==> config.mk <==
export PLATFORM = sky130hd
export DESIGN_NAME = mc_ctrl
export DESIGN_NICKNAME = d
export VERILOG_FILES = /design/src/rtl/mips_pkg.sv /design/src/rtl/mc_decode.sv /design/src/rtl/mc_ctrl.sv
export SDC_FILE = /design/constraint.sdc
export NUM_CORES = 1
export LEC_CHECK = 0
export ABC_CLOCK_PERIOD_IN_PS = 2000
export BUFFER_PORTS_ARGS = -buffer_cell sky130_fd_sc_hd__buf_2
export CAP_MARGIN = 20
export CORE_MARGIN = 10
export CORE_UTILIZATION = 51
export CTS_CLUSTER_SIZE = 24
export DETAILED_ROUTE_END_ITERATION = 6
export PLACE_DENSITY = 0.83
export SLEW_MARGIN = 25
export SYNTH_ARGS = -nofsm -noshare
export SYNTH_HDL_FRONTEND = slang
export SYNTH_SLANG_ARGS = --single-unit
==> constraint.sdc <==
create_clock -name clk -period 2 [get_ports clk]
set_input_delay 0.2 -clock clk [delete_from_list [all_inputs] [get_ports clk]]
set_output_delay 0.2 -clock clk [all_outputs]
set_load 0.005 [all_outputs]
==> src/rtl/mips_pkg.sv <==
// Shared encodings for the multi-cycle MIPS-subset controller:
// opcodes, functs, datapath select codes, FSM states and instruction classes.
package mips_pkg;

  localparam int MEM_TIMEOUT_DEF = 16;

  localparam logic [5:0] OP_RTYPE = 6'b000000;
  localparam logic [5:0] OP_J     = 6'b000010;
  localparam logic [5:0] OP_JAL   = 6'b000011;
  localparam logic [5:0] OP_BEQ   = 6'b000100;
  localparam logic [5:0] OP_ORI   = 6'b001101;
  localparam logic [5:0] OP_LUI   = 6'b001111;
  localparam logic [5:0] OP_LW    = 6'b100011;
  localparam logic [5:0] OP_SW    = 6'b101011;

  localparam logic [5:0] F_JR     = 6'b001000;
  localparam logic [5:0] F_ADDU   = 6'b100001;
  localparam logic [5:0] F_SUBU   = 6'b100011;

  localparam logic [2:0] ALU_ADD  = 3'b000;
  localparam logic [2:0] ALU_SUB  = 3'b001;
  localparam logic [2:0] ALU_OR   = 3'b010;
  localparam logic [2:0] ALU_LUI  = 3'b011;

  localparam logic [1:0] RD_RT    = 2'b00;
  localparam logic [1:0] RD_RD    = 2'b01;
  localparam logic [1:0] RD_R31   = 2'b10;

  localparam logic [1:0] WD_ALU   = 2'b00;
  localparam logic [1:0] WD_MEM   = 2'b01;
  localparam logic [1:0] WD_PC4   = 2'b10;

  localparam logic [1:0] NPC_PC4  = 2'b00;
  localparam logic [1:0] NPC_BR   = 2'b01;
  localparam logic [1:0] NPC_JT   = 2'b10;
  localparam logic [1:0] NPC_RS   = 2'b11;

  typedef enum logic [3:0] {
    S_FETCH  = 4'd0,
    S_DECODE = 4'd1,
    S_EXE    = 4'd2,
    S_MEM_RD = 4'd3,
    S_MEM_WR = 4'd4,
    S_WB_ALU = 4'd5,
    S_WB_MEM = 4'd6,
    S_BRANCH = 4'd7,
    S_JUMP   = 4'd8
  } state_e;

  typedef enum logic [3:0] {
    CL_RALU,
    CL_JR,
    CL_ORI,
    CL_LUI,
    CL_LW,
    CL_SW,
    CL_BEQ,
    CL_J,
    CL_JAL,
    CL_ILL
  } inst_cls_e;

endpackage

==> src/rtl/mc_decode.sv <==
// Combinational instruction decode: op/funct -> instruction class plus the
// execute-stage selects (extender mode, ALU source, ALU operation).
module mc_decode
  import mips_pkg::*;
(
  input  logic [5:0] i_op,
  input  logic [5:0] i_funct,
  output inst_cls_e  o_cls,
  output logic       o_extop,
  output logic       o_alusrc,
  output logic [2:0] o_aluop,
  output logic       o_legal
);

  always_comb begin
    o_cls    = CL_ILL;
    o_extop  = 1'b0;
    o_alusrc = 1'b0;
    o_aluop  = ALU_ADD;
    case (i_op)
      OP_RTYPE: begin
        case (i_funct)
          F_ADDU:  o_cls = CL_RALU;
          F_SUBU: begin
            o_cls   = CL_RALU;
            o_aluop = ALU_SUB;
          end
          F_JR:    o_cls = CL_JR;
          default: o_cls = CL_ILL;
        endcase
      end
      OP_ORI: begin
        o_cls    = CL_ORI;
        o_extop  = 1'b1;
        o_alusrc = 1'b1;
        o_aluop  = ALU_OR;
      end
      OP_LUI: begin
        o_cls    = CL_LUI;
        o_alusrc = 1'b1;
        o_aluop  = ALU_LUI;
      end
      OP_LW: begin
        o_cls    = CL_LW;
        o_alusrc = 1'b1;
      end
      OP_SW: begin
        o_cls    = CL_SW;
        o_alusrc = 1'b1;
      end
      OP_BEQ: begin
        o_cls   = CL_BEQ;
        o_aluop = ALU_SUB;
      end
      OP_J:    o_cls = CL_J;
      OP_JAL:  o_cls = CL_JAL;
      default: o_cls = CL_ILL;
    endcase
  end

  assign o_legal = (o_cls != CL_ILL);

endmodule

==> src/rtl/mc_ctrl.sv <==
// Multi-cycle control FSM for the MIPS-subset core: sequences fetch through
// writeback, bounds data-memory waits with a timeout, and drives datapath selects.
//
// state    | meaning
// FETCH    | write IR, PC <= PC+4
// DECODE   | classify op/funct, latch decoded fields
// EXE      | ALU operation for R/I-type and address calc
// MEM_RD   | load strobe held until mem_ready (or timeout)
// MEM_WR   | store strobe held until mem_ready (or timeout)
// WB_ALU   | register write of ALU result
// WB_MEM   | register write of load data
// BRANCH   | beq compare, PC <= target when zero
// JUMP     | j / jal / jr PC update, jal links $31
module mc_ctrl
  import mips_pkg::*;
#(
  parameter int MEM_TIMEOUT = MEM_TIMEOUT_DEF
) (
  input  logic       clk,
  input  logic       reset,
  input  logic [5:0] op,
  input  logic [5:0] funct,
  input  logic       zero,
  input  logic       mem_ready,
  output logic       PCWr,
  output logic       IRWr,
  output logic       RegWr,
  output logic       MemWr,
  output logic       MemRd,
  output logic       EXTOp,
  output logic       ALUSrc,
  output logic [2:0] ALUOp,
  output logic [1:0] RegDst,
  output logic [1:0] WDSel,
  output logic [1:0] NPCOp,
  output logic [3:0] state,
  output logic       err
);

  localparam int CW = (MEM_TIMEOUT > 1) ? $clog2(MEM_TIMEOUT) : 1;

  state_e     r_state, w_next;
  logic [CW-1:0] r_cnt;
  logic       r_err, w_set_err;
  inst_cls_e  r_cls, w_cls;
  logic       r_extop, r_alusrc, w_extop, w_alusrc, w_legal;
  logic [2:0] r_aluop, w_aluop;
  logic       w_in_mem, w_timeout;

  mc_decode u_decode (
    .i_op     (op),
    .i_funct  (funct),
    .o_cls    (w_cls),
    .o_extop  (w_extop),
    .o_alusrc (w_alusrc),
    .o_aluop  (w_aluop),
    .o_legal  (w_legal)
  );

  assign w_in_mem  = (r_state == S_MEM_RD) || (r_state == S_MEM_WR);
  assign w_timeout = w_in_mem && !mem_ready && (r_cnt == CW'(MEM_TIMEOUT - 1));

  always_ff @(posedge clk) begin
    if (reset) begin
      r_state  <= S_FETCH;
      r_cnt    <= '0;
      r_err    <= 1'b0;
      r_cls    <= CL_ILL;
      r_extop  <= 1'b0;
      r_alusrc <= 1'b0;
      r_aluop  <= ALU_ADD;
    end else begin
      r_state <= w_next;
      if (w_set_err) r_err <= 1'b1;
      // counter only runs while a memory access keeps waiting
      if (w_in_mem && (w_next == r_state)) r_cnt <= r_cnt + 1'b1;
      else                                 r_cnt <= '0;
      if (r_state == S_DECODE) begin
        r_cls    <= w_cls;
        r_extop  <= w_extop;
        r_alusrc <= w_alusrc;
        r_aluop  <= w_aluop;
      end
    end
  end

  always_comb begin
    w_next    = r_state;
    w_set_err = 1'b0;
    case (r_state)
      S_FETCH:  w_next = S_DECODE;
      S_DECODE: begin
        if (!w_legal) begin
          w_next    = S_FETCH;
          w_set_err = 1'b1;
        end else begin
          case (w_cls)
            CL_J, CL_JAL, CL_JR: w_next = S_JUMP;
            CL_BEQ:              w_next = S_BRANCH;
            default:             w_next = S_EXE;
          endcase
        end
      end
      S_EXE: begin
        case (r_cls)
          CL_LW:   w_next = S_MEM_RD;
          CL_SW:   w_next = S_MEM_WR;
          default: w_next = S_WB_ALU;
        endcase
      end
      S_MEM_RD, S_MEM_WR: begin
        if (mem_ready) begin
          w_next = (r_state == S_MEM_RD) ? S_WB_MEM : S_FETCH;
        end else if (w_timeout) begin
          w_next    = S_FETCH;
          w_set_err = 1'b1;
        end
      end
      default:  w_next = S_FETCH;
    endcase
  end

  always_comb begin
    PCWr   = 1'b0;
    IRWr   = 1'b0;
    RegWr  = 1'b0;
    MemWr  = 1'b0;
    MemRd  = 1'b0;
    EXTOp  = 1'b0;
    ALUSrc = 1'b0;
    ALUOp  = ALU_ADD;
    RegDst = RD_RT;
    WDSel  = WD_ALU;
    NPCOp  = NPC_PC4;
    case (r_state)
      S_FETCH: begin
        IRWr = 1'b1;
        PCWr = 1'b1;
      end
      S_EXE: begin
        EXTOp  = r_extop;
        ALUSrc = r_alusrc;
        ALUOp  = r_aluop;
      end
      S_MEM_RD: MemRd = 1'b1;
      S_MEM_WR: MemWr = 1'b1;
      S_WB_ALU: begin
        RegWr  = 1'b1;
        RegDst = (r_cls == CL_RALU) ? RD_RD : RD_RT;
      end
      S_WB_MEM: begin
        RegWr = 1'b1;
        WDSel = WD_MEM;
      end
      S_BRANCH: begin
        ALUOp = ALU_SUB;
        if (zero) begin
          PCWr  = 1'b1;
          NPCOp = NPC_BR;
        end
      end
      S_JUMP: begin
        PCWr  = 1'b1;
        NPCOp = (r_cls == CL_JR) ? NPC_RS : NPC_JT;
        if (r_cls == CL_JAL) begin
          RegWr  = 1'b1;
          RegDst = RD_R31;
          WDSel  = WD_PC4;
        end
      end
      default: ;
    endcase
    // the cycle in which reset is sampled must not disturb PC, IR, regs or memory
    if (reset) begin
      PCWr  = 1'b0;
      IRWr  = 1'b0;
      RegWr = 1'b0;
      MemWr = 1'b0;
      MemRd = 1'b0;
    end
  end

  assign state = r_state;
  assign err   = r_err;

endmodule

Yosys cells after proc, flatten, opt, wreduce, memory -nomap -nowiden:

Cells that the tools add are included.

* bits in writable memories: 0
* bits of input ports: 16
* memories: 0
* register bits after elaboration: 18
* bits in read-only memories: 0
* logic and storage cells: 92
* latch bits: 0

* reduce and logical (&&, ||, !) cells: 15
* multiply operators: 0
* divide/modulo/power cells: 0
* $add $sub $neg: 1
* equal/unequal tests: 29
* muxes and demuxes: 39
* magnitude comparators: 0
* bitwise gates (word level): 1
* shift-type cells: 0

Operators by type and width (count)
* equality test 4 x 3 -> 1 bit, second input constant: 8
* case mux 4 bit (8 select lines): 1
* equality test 6 bit, second input constant: 4
* two-way mux 1 bit: 21
* equality test 6 x 4 -> 1 bit, second input constant: 3
* equality test 4 bit, second input constant: 4
* case mux 4 bit (2 select lines): 2
* case mux 4 bit (4 select lines): 1
* equality test 4 x 1 -> 1 bit, second input constant: 3
* equality test 6 x 2 -> 1 bit, second input constant: 2
* two-way mux 4 bit: 3
* case mux 2 bit (2 select lines): 3
* case mux 3 bit (2 select lines): 2
* case mux 3 bit (4 select lines): 1
* OR reduction 2 bit: 5
* equality test 4 x 2 -> 1 bit, second input constant: 2
* logical NOT 4 bit: 2
* equality test 6 x 3 -> 1 bit, second input constant: 1
* logical NOT 6 bit: 1
* case mux 1 bit (2 select lines): 3
* adder 4 x 1 -> 4 bit, second input constant: 1
* equality test 4 bit: 1
* != test 4 bit, second input constant: 1
* OR reduction 4 bit: 1
* other kinds (7): 9

Longest topological paths before layout:

Gate-level depths: netlist (run 1).

* depth after elaboration: 13
* gate-level depth with buffers: 6
* mapped depth without buffers: 6

By module:

Synthesis (run 1) repeated with hierarchy kept, for this count alone.

* cells, all modules: 186
* area, all modules: 1382.6 µm²

By module, submodules not included
* mc_ctrl: seq. area each 360.3 µm², area each 1069.8 µm², cells each 137, instances 1
* mc_decode: seq. area each 0.0 µm², area each 312.8 µm², cells each 49, instances 1

Least setup slack after synthesis (run 1):

Ideal clock, no wire load.

* path type: register -> register
* from: reg r_state[0], in the netlist state[0]
* to: reg r_state[1], in the netlist state[1]
* clock period less this slack: 1.604 ns
* arrival: 1.482 ns
* path slack: 0.396 ns
* cell stages (with the launch flop): 7
* path through: dfxtp_1 buf_2 or3b_1 a21o_1 nor3_1 a211oi_1 a221o_1

* longest elaborated chain between the ends: 7
* elaborated cells on any way between the ends: 13

RTL lines
* from (decl): RTL line mc_ctrl.sv:42 `state_e r_state, w_next;`
* from (signal assigned): RTL line mc_ctrl.sv:73 `r_state <= w_next;`
* equality test 4 x 2 -> 1 bit or equality test 4 x 3 -> 1 bit (tied branches): RTL line mc_ctrl.sv:60, mc_ctrl.sv:90, mc_ctrl.sv:113
* logical OR 1 bit: RTL line mc_ctrl.sv:60 `assign w_in_mem = (r_state == S_MEM_RD) || (r_state == S_MEM_WR);`
* logical AND 1 bit (2 in series): RTL line mc_ctrl.sv:61 `assign w_timeout = w_in_mem && !mem_ready && (r_cnt == CW'(MEM_TIMEOUT - 1));`
* two-way mux 4 bit: RTL line mc_ctrl.sv:114 `end else if (w_timeout) begin`
* two-way mux 4 bit: RTL line mc_ctrl.sv:112 `if (mem_ready) begin`
* case mux 4 bit (4 select lines) (*): RTL line mc_ctrl.sv:90 `case (r_state)`

Mark *: on every way between the ends. The rest lies on a longest branch, timed or not.
A chain may end at the register's enable or synchronous reset.

Worst setup path after layout (run 1):

* from: reg r_state[2], in the netlist state[2]
* to: out RegWr

* longest elaborated chain between the ends: 4
* elaborated cells on any way between the ends: 6

RTL lines
* equality test 4 x 3 -> 1 bit: RTL line mc_ctrl.sv:135 `case (r_state)`
* OR reduction 2 bit (no line)
* case mux 1 bit (2 select lines) (*): RTL line mc_ctrl.sv:135
* two-way mux 1 bit (*): RTL line mc_ctrl.sv:174 `if (reset) begin`
* to (decl): RTL line mc_ctrl.sv:27 `output logic RegWr,`

Marked as above.

==> metrics.md, run 1 <==
| Metric | Value |
|---|---|
| Outcome | `completed` |
| Clock Tree Buf Depth | `2` |
| FMAX | `0.541 GHz` |
| # IOs | `37` |
| Critical path depth | `7` |
| Slowest cell delay on critical path | `0.33 ns` |
| Starting Density | `53.2%` |
| Total grt overflow | `0` |
| Clock sinks | `17` |
| Pleak | `0.670 nW` |
| Most instantiated cells after synthesis | `nor2_1 (21), dfxtp_1 (17), nand2_1 (17), a21oi_1 (14), nand3_1 (13)` |
| Area contributors post-synth | `dfxtp_1 (26%), nor2_1 (6.0%), a21oi_1 (5.4%)` |
| Diode count | `0` |
| Total track usage | `14.2%` |
| Worst Hold Class | `input port to flip-flop` |
| Crit path max fanout | `8` |
| Family with the most delay on the worst path | `simple AND/OR/NAND/NOR gates` |
| Max-Cap Viols | `0` |
| Finished Layout Cells | `243` |
| Switching part of the total power | `30.5%` |
| Synth warnings | `0` |
| Most common flop cell mapped by yosys | `dfxtp_1` |
| Reg power frac | `51.3%` |
| Drt total wl | `3630 um` |
| Clock power share | `25.5%` |
| Hold buffers post-CTS | `0` |
| Worst-path clk slew | `0.09 ns` |
| Worst R2R Path Depth | `5` |
| Top-area cell type share of the netlist area | `26.1%` |
| Root Buffer | `clkbuf_4` |
| GPL Wtd Cong | `0.856` |
| Yosys top cell by area | `dfxtp_1` |
| FF-to-FF End | `state[1]` |
| DRT antenna net count | `0` |
| RR Startpoint | `state[0]` |
| Pwr dens | `464 nW/um^2` |
| Max VDD drop | `0.241 mV` |
| Placed cell count | `239` |
| Cell with the largest stage delay on the worst path | `dfxtp_1` |
| Cells after Synth | `181` |
| Synth Net Count | `198` |
| Int Power | `0.496 mW` |
| # setup viols final | `0` |
| Crit path launch | `state[2]` |
| Die footprint | `4980 um^2` |
| Pins over their slew limit | `0` |
| Residual DRC | `0` |
| Die height | `70.6 um` |
| Nets | `231` |
| Area Overhead vs Synth | `17.8%` |
| P_sw | `0.218 mW` |
| Largest net degree at the start of global routing | `18` |
| Num CTS Buffers | `3` |
| Synth unique cells | `54` |
| Routed len/inst | `14.9 um` |
| RSZ-0062 raised after global routing | `no` |
| DRT iter0 DRCs | `184` |
| Fin crit period | `1.85 ns` |
| Total power draw | `0.714 mW` |
| Die width | `70.6 um` |
| Ys async rst share | `0%` |
| Register area share after synthesis | `26.1%` |
| #FFs+latches synth | `17` |
| Top-count cell post-synth | `nor2_1` |
| WS Path Type | `flip-flop to output port` |
| Count of input and output buffers | `35` |
| H-tree depth | `1` |
| Logic gate share of total power | `23.2%` |
| Initial antenna violation count | `0` |
| Drt first pass iters | `6` |
| Worst-path cell chain | `buf_4 > inv_1 > and3_1 > and4b_1 > a21oi_1 > nor2_1 > buf_2` |
| Filler cells | `247` |
| Sum of negative setup slack | `0 ns` |
| R2R Setup Slk | `0.31 ns` |
| CP Launch Type | `flip-flop` |
| Vias | `1458` |
| Part of the cycle the worst path needs | `92.4%` |
| Worst Path Buf+Inv | `3` |
| Core area | `2450 um^2` |
| Hpwl dp | `2850 um` |
| Final setup skew | `0.00298 ns` |
| Worst EP arrival | `1.65 ns` |
| Number of synthesized flops with an enable pin | `0` |
| Final Hold Vio Count | `0` |
| Global-route wire length before repair | `6250 um` |
| Setup crit end kind | `output port` |
| Data required, critical path | `1.80 ns` |
| Layout cell share with drive strength beyond 1 | `25.4%` |
| Worst Setup EP | `RegWr` |
| DR vias/cell | `6.00` |
| CTS tree | `done` |
| Core Rows | `18` |
| Vias in the first global route | `1394` |
| Mean Syn Cell Area | `7.21 um^2` |
| Clock Latency Late Sink | `0.29 ns` |
| Mapped Area | `1310 um^2` |
## metrics by stage
stage	hold WS (ns)	instance area, um^2	setup slack (ns)	utilization (%)
after floorplan	0.376	1310	0.396	-
after global placement	0.441	1510	0.307	61.4
after detailed placement	0.452	1510	0.255	61.4
after CTS	0.209	1530	0.0470	62.4
after global routing	0.226	1540	0.0171	62.6
final	0.206	1540	0.151	62.6
## placed cells by master, fill, tap and decap left out, types with 4 or more instances in the layout
master and instances:
buf_4 6, dfxtp_1 15, and3_1 4, nand3_1 13, a21oi_1 14, buf_2 35
and2_1 6, inv_1 4, nor2_1 20, nand2_1 17, nor3_1 8, nand4_1 5
## timing repair
action	CTS	global route
setup buffers	0	0
endpoints found under the setup margin	0	4
gates resized for setup	0	3
## power by group through the flow
stage,clock [mW],combinational (mW),sequential [mW]
finish,0.182,0.165,0.366
global placement,0,0.160,0.372
CTS,0.180,0.164,0.365
detailed placement,0,0.163,0.373
global route,0.199,0.185,0.369
floorplan,0,0.114,0.366
## worst min-delay path, cell delays in order
cell,delay (ns)
buf_2,0.11
nand4_1,0.06
a311oi_1,0.08
## cell type report
cell class              instances  area, um^2  share of cell area [%]
multi-input cells             147         896                    58.3
clock buffers                   4        26.3                    1.71
inverters                       4        15.0                   0.976
well taps                      30        37.5                    2.44
flip-flops and latches         17         343                    22.3
repair buffers                 41         220                    14.3
## worst min path at each step
| stage | startpoint | end | slack (ns) | cells past startpoint |
|---|---|---|---|---|
| after global routing | funct[1] | r_aluop[0] | 0.23 | 3 |
| after floorplan | op[4] | r_cls[2] | 0.38 | 3 |
| after detailed placement | r_alusrc | r_alusrc | 0.45 | 2 |
| after global placement | r_alusrc | r_alusrc | 0.44 | 2 |
| after CTS | funct[1] | r_aluop[0] | 0.21 | 3 |
| final | funct[1] | r_aluop[0] | 0.21 | 3 |
## kinds of logic after synthesis
group / synth area share [%]
adders and majority gates: 0.959
AOI/OAI and AO/OA: 21.2
buffers and inverters: 5.46
xor gates and xnor gates: 2.01
and+or+nand+nor: 44.0
other: 0.287
DFF: 26.1
## layer usage
metal | GRT usage [%] | wire length, um
met5 | 0 | 0
met4 | 3.44 | 30
met3 | 3.21 | 267
met2 | 23.9 | 1730
met1 | 17.8 | 1600
## sequential cells by signal, summed over array words and instances (netlist names)
| register | count |
|---|---|
| state | 4 |
| r_cls | 4 |
| err | 1 |
| r_cnt | 4 |
| r_alusrc | 1 |
| r_aluop | 2 |
| r_extop | 1 |
(Power assumes the default switching activity.)
==> run 2: changes to the inputs <==
- CELL_PAD_IN_SITES_DETAIL_PLACEMENT: not set -> 1
- CELL_PAD_IN_SITES_GLOBAL_PLACEMENT: not set -> 2
- CORE_UTILIZATION: 51 -> 28
- PLACE_DENSITY: 0.83 -> 0.84
==> run 2 against run 1 <==
Effect of this change:
- utilization is 27 points lower
- clock power is 41% higher
- routed wire length is 18% higher
- maximum frequency is 1.9% lower
- global-route usage is 3.2 points lower
- setup slack worse by 0.036 ns
- non-clock buffer count stayed put
- cell area is 3.3% higher
- sequential share of layout area is 0.86 points lower
- total power is 11% higher
- via count is 0.55% higher
- die area is 56% higher
- critical endpoint unchanged
- largest cell class unchanged
==> metrics.md, run 2 (synthesis gave the netlist of run 1 again) <==
| Metric | Value |
|---|---|
| Outcome | `completed` |
| Num CTS Buffers | `3 (unchanged)` |
| Drt total wl | `4290 um (+18%)` |
| Commonest non-fill, non-tap cells in the layout | `buf_2 (35), nor2_1 (20), nand2_1 (17), dfxtp_1 (17), a21oi_1 (14)` |
| Nets | `231 (unchanged)` |
| Register Area | `340 um^2 (-0.73%)` |
| Die width | `88.3 um (+25%)` |
| Routed len/inst | `16.2 um (+8.3%)` |
| Commonest non-fill, non-tap cell in the layout | `buf_2` |
| Core Rows | `24 (+6)` |
| Post_cts resized | `0 (unchanged)` |
| Filler cells | `575 (+130%)` |
| CP Launch Type | `flip-flop` |
| R2R Setup Slk | `0.21 ns (-0.10 ns)` |
| Max VDD drop | `0.366 mV (+52%)` |
| Starting Density | `29.4% (-24 points)` |
| Clock sinks | `17 (unchanged)` |
| Drt first pass iters | `4 (-2)` |
| Worst EP arrival | `1.69 ns (+0.04 ns)` |
| DRT antenna net count | `0 (unchanged)` |
| Post-route met1 wirelength | `1930 um (+21%)` |
| Fin crit period | `1.89 ns (+0.0363 ns)` |
| Core area | `4440 um^2 (+81%)` |
| Hpwl dp | `3420 um (+20%)` |
| Pwr dens | `501 nW/um^2 (+7.9%)` |
| Final setup skew | `0.00721 ns (+0.00423 ns)` |
| Vias in the first global route | `1478 (+6.0%)` |
| Initial antenna violation count | `0 (unchanged)` |
| Finished Layout Cells | `265 (+9.1%)` |
| RSZ-0062 raised after global routing | `no` |
| Vias | `1466 (+0.55%)` |
| Setup crit end kind | `output port` |
| CTS tree | `done` |
| Slowest cell delay on critical path | `0.53 ns (+0.20 ns)` |
| # setup viols final | `0 (unchanged)` |
| Area Overhead vs Synth | `21.7%` |
| Global-route wire length before repair | `7080 um (+13%)` |
| Layout cell share with drive strength beyond 1 | `24.9% (-0.47 points)` |
| Part of the cycle the worst path needs | `94.3% (+1.8 points)` |
| WL met2 | `2090 um (+21%)` |
| Worst Path Buf+Inv | `1 (-2)` |
| Most used cell, CP | `nor2_1` |
| Diode count | `0 (unchanged)` |
| Residual DRC | `0 (unchanged)` |
| Count of input and output buffers | `35 (unchanged)` |
| Clock Latency Late Sink | `0.25 ns (-0.04 ns)` |
| Die footprint | `7790 um^2 (+56%)` |
| Footprint of the multi-input gates | `901 um^2 (+0.56%)` |
| Data required, critical path | `1.80 ns (about the same)` |
| DRT iter0 DRCs | `71 (-61%)` |
| Max-Cap Viols | `0 (unchanged)` |
| WS Path Type | `flip-flop to output port` |
| Hold slack | `0.236 ns (+0.0306 ns)` |
| Length of routed met3 wiring | `247 um (-7.5%)` |
| FMAX | `0.530 GHz (-1.9%)` |
| Worst-path clk slew | `0.07 ns (-0.02 ns)` |
| Die height | `88.3 um (+25%)` |
| Worst-path cell chain | `nor2_1 > and3_1 > and4b_1 > a21oi_1 > nor2_1 > buf_2` |
| Largest net degree at the start of global routing | `18 (unchanged)` |
| Sum of negative setup slack | `0 ns (unchanged)` |
| Total grt overflow | `0 (unchanged)` |
| Crit path max fanout | `11 (+3)` |
| Pleak | `0.680 nW (+1.5%)` |
| DR vias/cell | `5.53 (-7.8%)` |
| Cell with the largest stage delay on the worst path | `dfxtp_1` |
| Final Instance Area | `1590 um^2 (+3.3%)` |
| GPL Wtd Cong | `0.805 (-5.9%)` |
| Post-layout util | `35.7% (-27 points)` |
| Postcts setup bufs | `0 (unchanged)` |
| Root Buffer | `clkbuf_8` |
| Pins over their slew limit | `0 (unchanged)` |
| H-tree depth | `1 (unchanged)` |
| Total track usage | `11.0% (-3.2 points)` |
| Clock Tree Buf Depth | `2 (unchanged)` |
| Final Hold Vio Count | `0 (unchanged)` |
| Family with the most delay on the worst path | `simple AND/OR/NAND/NOR gates` |
| Placed Area | `1530 um^2 (+1.8%)` |
| Worst Hold Class | `input port to flip-flop` |
| DR top layer | `met4` |
| Hold buffers post-CTS | `0 (unchanged)` |
| Placed cell count | `261 (+9.2%)` |
| # IOs | `37 (unchanged)` |
[run 2: final timing paths]
kind / startpoint / cells past startpoint / endpoint
hold / removal: funct[1] / 3 / r_aluop[0]
setup / recovery: state[1] / 6 / RegWr
hold reg to reg: r_alusrc / 2 / r_alusrc
setup reg to reg: state[0] / 6 / state[1]
[run 2: worst register-to-register path, stage by stage (launching register included)]
cell and delay (ns):
dfxtp_1 0.33, buf_4 0.16, or3b_1 0.35, a21o_1 0.19, nor3_1 0.26, a211oi_1 0.13, a221o_1 0.27
[run 2: metrics by stage]
| step | power [mW] | setup WS (ns) |
|---|---|---|
| after global placement | 0.545 | 0.301 |
| after detailed placement | 0.545 | 0.220 |
| after floorplan | 0.479 | 0.396 |
| after global routing | 0.853 | 0.00473 |
| after CTS | 0.806 | 0.0154 |
| final | 0.795 | 0.115 |
[run 2: where the power goes]
part           internal [mW]  switching [mW]
Sequential             0.350          0.0110
Clock                  0.138           0.118
Combinational         0.0699           0.108
[run 2: cell type report]
cell class | count | area share [%]
Clock buffer | 3 | 2.60
Clock inverter | 1 | 0.315
Inverter | 4 | 0.946
Multi-Input combinational cell | 147 | 56.7
Sequential cell | 17 | 21.4
Tap cell | 52 | 4.10
Timing Repair Buffer | 41 | 13.9
[run 2: per-layer routing]
metal	track usage, %	vias to the layer above
li1	-	731
met3	3.49	4
met2	18.4	34
met1	13.8	697
met4	1.76	0
met5	0	-
==> run 3: changes to the inputs <==
- MAX_ROUTING_LAYER: not set -> met4
- RECOVER_POWER: not set -> 100
==> run 3 against run 2 <==
Effect of this change:
- sequential power hardly changed
- count of clock-buffer cells in the layout is the same
- die area unchanged
- critical path type unchanged
- total power decreased by 0.65%
- setup slack is essentially flat
- routed wire length about the same
- via count decreased by 0.41%
==> metrics.md, run 3 (synthesis gave the netlist of run 1 again) <==
| Metric | Value |
|---|---|
| Hold depth | `3 (unchanged)` |
| RR Startpoint | `state[0]` |
| CP Launch Type | `flip-flop` |
| Core area | `4440 um^2 (unchanged)` |
| Register Area | `340 um^2 (unchanged)` |
| Part of the cycle the worst path needs | `94.2% (about the same)` |
| Initial antenna violation count | `0 (unchanged)` |
| DRT iter0 DRCs | `61 (-14%)` |
| P_sw | `0.236 mW (-0.32%)` |
| Starting Density | `29.4% (unchanged)` |
| Pleak | `0.627 nW (-7.7%)` |
| Nets | `231 (unchanged)` |
| Int Power | `0.554 mW (-0.79%)` |
| Drt first pass iters | `4 (unchanged)` |
| Vias | `1460 (-0.41%)` |
| Crit path max fanout | `9 (-2)` |
| Max-Cap Viols | `0 (unchanged)` |
| Placed cell count | `261 (unchanged)` |
| Core Rows | `24 (unchanged)` |
| Postcts setup bufs | `0 (unchanged)` |
| Diode count | `0 (unchanged)` |
| Commonest non-fill, non-tap cells in the layout | `buf_2 (24), nor2_1 (20), nand2_1 (17), dfxtp_1 (17), a21oi_1 (14)` |
| Area Overhead vs Synth | `19.7%` |
| Slowest cell delay on critical path | `0.38 ns (-0.15 ns)` |
| Clock sinks | `17 (unchanged)` |
| Clock Tree Buf Depth | `2 (unchanged)` |
| Pins over their slew limit | `0 (unchanged)` |
| Worst R2R Path Depth | `6 (unchanged)` |
| Least-Margin Pin Slew | `0.517 ns` |
| Cell with the largest stage delay on the worst path | `dfxtp_1` |
| Switching part of the total power | `29.9% (+0.099 points)` |
| Hold buffers post-CTS | `0 (unchanged)` |
| Vias in the first global route | `1483 (+0.34%)` |
| Worst Hold Class | `input port to flip-flop` |
| Sink of the worst hold path | `r_aluop[0]` |
| Worst-path clk slew | `0.07 ns (about the same)` |
| # setup viols final | `0 (unchanged)` |
| Total power draw | `0.790 mW (-0.65%)` |
| Largest net degree at the start of global routing | `18 (unchanged)` |
| Max VDD drop | `0.362 mV (-1.0%)` |
| CTS tree | `done` |
| DR vias/cell | `5.51 (-0.41%)` |
| Slew headroom | `65.5%` |
| # IOs | `37 (unchanged)` |
| Die width | `88.3 um (unchanged)` |
| Num CTS Buffers | `3 (unchanged)` |
| Total track usage | `11.4% (+0.33 points)` |
| Worst EP arrival | `1.68 ns (about the same)` |
| Placed Area | `1530 um^2 (unchanged)` |
| FF-to-FF End | `state[1]` |
| Filler cells | `582 (+1.2%)` |
| Finished Layout Cells | `265 (unchanged)` |
| H-tree depth | `1 (unchanged)` |
| Sum of negative setup slack | `0 ns (unchanged)` |
| Routed len/inst | `16.2 um (about the same)` |
| Family with the most delay on the worst path | `simple AND/OR/NAND/NOR gates` |
| Worst Path Buf+Inv | `2 (+1)` |
| R2R Setup Slk | `0.20 ns (about the same)` |
| Commonest non-fill, non-tap cell in the layout | `buf_2` |
| Logic gate share of total power | `21.8% (-0.5 points)` |
| DRT antenna net count | `0 (unchanged)` |
| Count of input and output buffers | `35 (unchanged)` |
| Root Buffer | `clkbuf_8` |
| Final Hold Vio Count | `0 (unchanged)` |
| Clock power share | `32.4% (about the same)` |
| Hpwl dp | `3420 um (unchanged)` |
| Footprint of the multi-input gates | `896 um^2 (-0.56%)` |
| Die footprint | `7790 um^2 (unchanged)` |
| GPL Wtd Cong | `0.817 (+1.4%)` |
| Final setup skew | `0.00708 ns (-0.000121 ns)` |
| Total grt overflow | `0 (unchanged)` |
| FMAX | `0.531 GHz (about the same)` |
| Data required, critical path | `1.80 ns (about the same)` |
| Outcome | `completed` |
| Pwr dens | `506 nW/um^2 (+1.0%)` |
| Final Instance Area | `1560 um^2 (-1.7%)` |
| WS Path Type | `flip-flop to output port` |
| Global-route wire length before repair | `7070 um (-0.20%)` |
| Clock Latency Late Sink | `0.25 ns (about the same)` |
| Die height | `88.3 um (unchanged)` |
| Reg power frac | `45.7% (+0.3 points)` |
| Residual DRC | `0 (unchanged)` |
| RSZ-0062 raised after global routing | `no` |
| Hold wc startpoint | `funct[1]` |
| Layout cell share with drive strength beyond 1 | `18.8% (-6.1 points)` |
| Fin crit period | `1.88 ns (-0.000274 ns)` |
| Setup crit end kind | `output port` |
| Drt total wl | `4290 um (about the same)` |
| Worst-path cell chain | `buf_4 > or2_2 > nor2_2 > and2_1 > buf_2` |
## run 3: final cells by class
cell class / count / area share, %
well taps: 52 / 4.17
clock inverters: 1 / 0.321
flip-flops and latches: 17 / 21.8
multi-input cells: 147 / 57.4
inverters: 4 / 0.962
clock buffers: 3 / 2.64
repair buffers: 41 / 12.7
## run 3: metal layers
| metal | vias to the layer above | share of wire, % | global-route usage, % |
|---|---|---|---|
| met3 | 2 | 4.5 | 3.31 |
| met2 | 22 | 50 | 18.4 |
| met4 | 0 | 0.33 | 1.76 |
| met1 | 706 | 45 | 13.9 |
| met5 | - | 0 | - |
| li1 | 730 | - | - |
## run 3: worst max path at each step
| stage | from | end | slack, ns | cells past startpoint |
|---|---|---|---|---|
| finish | state[2] | ALUSrc | 0.12 | 5 |
| global route | state[1] | RegWr | 0.003 | 6 |
| CTS | state[2] | ALUSrc | 0.02 | 5 |
| detailed placement | state[0] | state[1] | 0.22 | 6 |
| global placement | r_cnt[0] | r_cnt[2] | 0.30 | 6 |
| floorplan | state[0] | state[1] | 0.40 | 6 |
## run 3: worst register-to-register path, delay by kind of cell, from the launching register on
family	cells	cell delay, ns
AOI/OAI and AO/OA	3	0.59
buffers and inverters	1	0.16
DFF	1	0.32
and+or+nand+nor	2	0.61
## run 3: power by group through the flow
stage	registers [mW]	logic [mW]	clock network, mW
2_1_floorplan	0.366	0.114	0
3_3_place_gp	0.369	0.176	0
3_5_place_dp	0.368	0.177	0
4_1_cts	0.361	0.178	0.267
5_1_grt	0.364	0.193	0.291
6_report	0.361	0.172	0.256
## run 3: per-stage QoR
stage,worst slack (ns),hold slack (ns),utilization (%)
final,0.115,0.235,35.1
after global routing,0.00333,0.230,35.1
after CTS,0.0154,0.232,35.6
after detailed placement,0.220,0.454,34.5
after global placement,0.301,0.449,34.5
after floorplan,0.396,0.376,-
## run 3: what timing repair did
item | 4_1_cts | 5_1_grt
resized for setup | 0 | 2
hold endpoints to repair | 0 | 0
endpoints found under the setup margin | 0 | 3
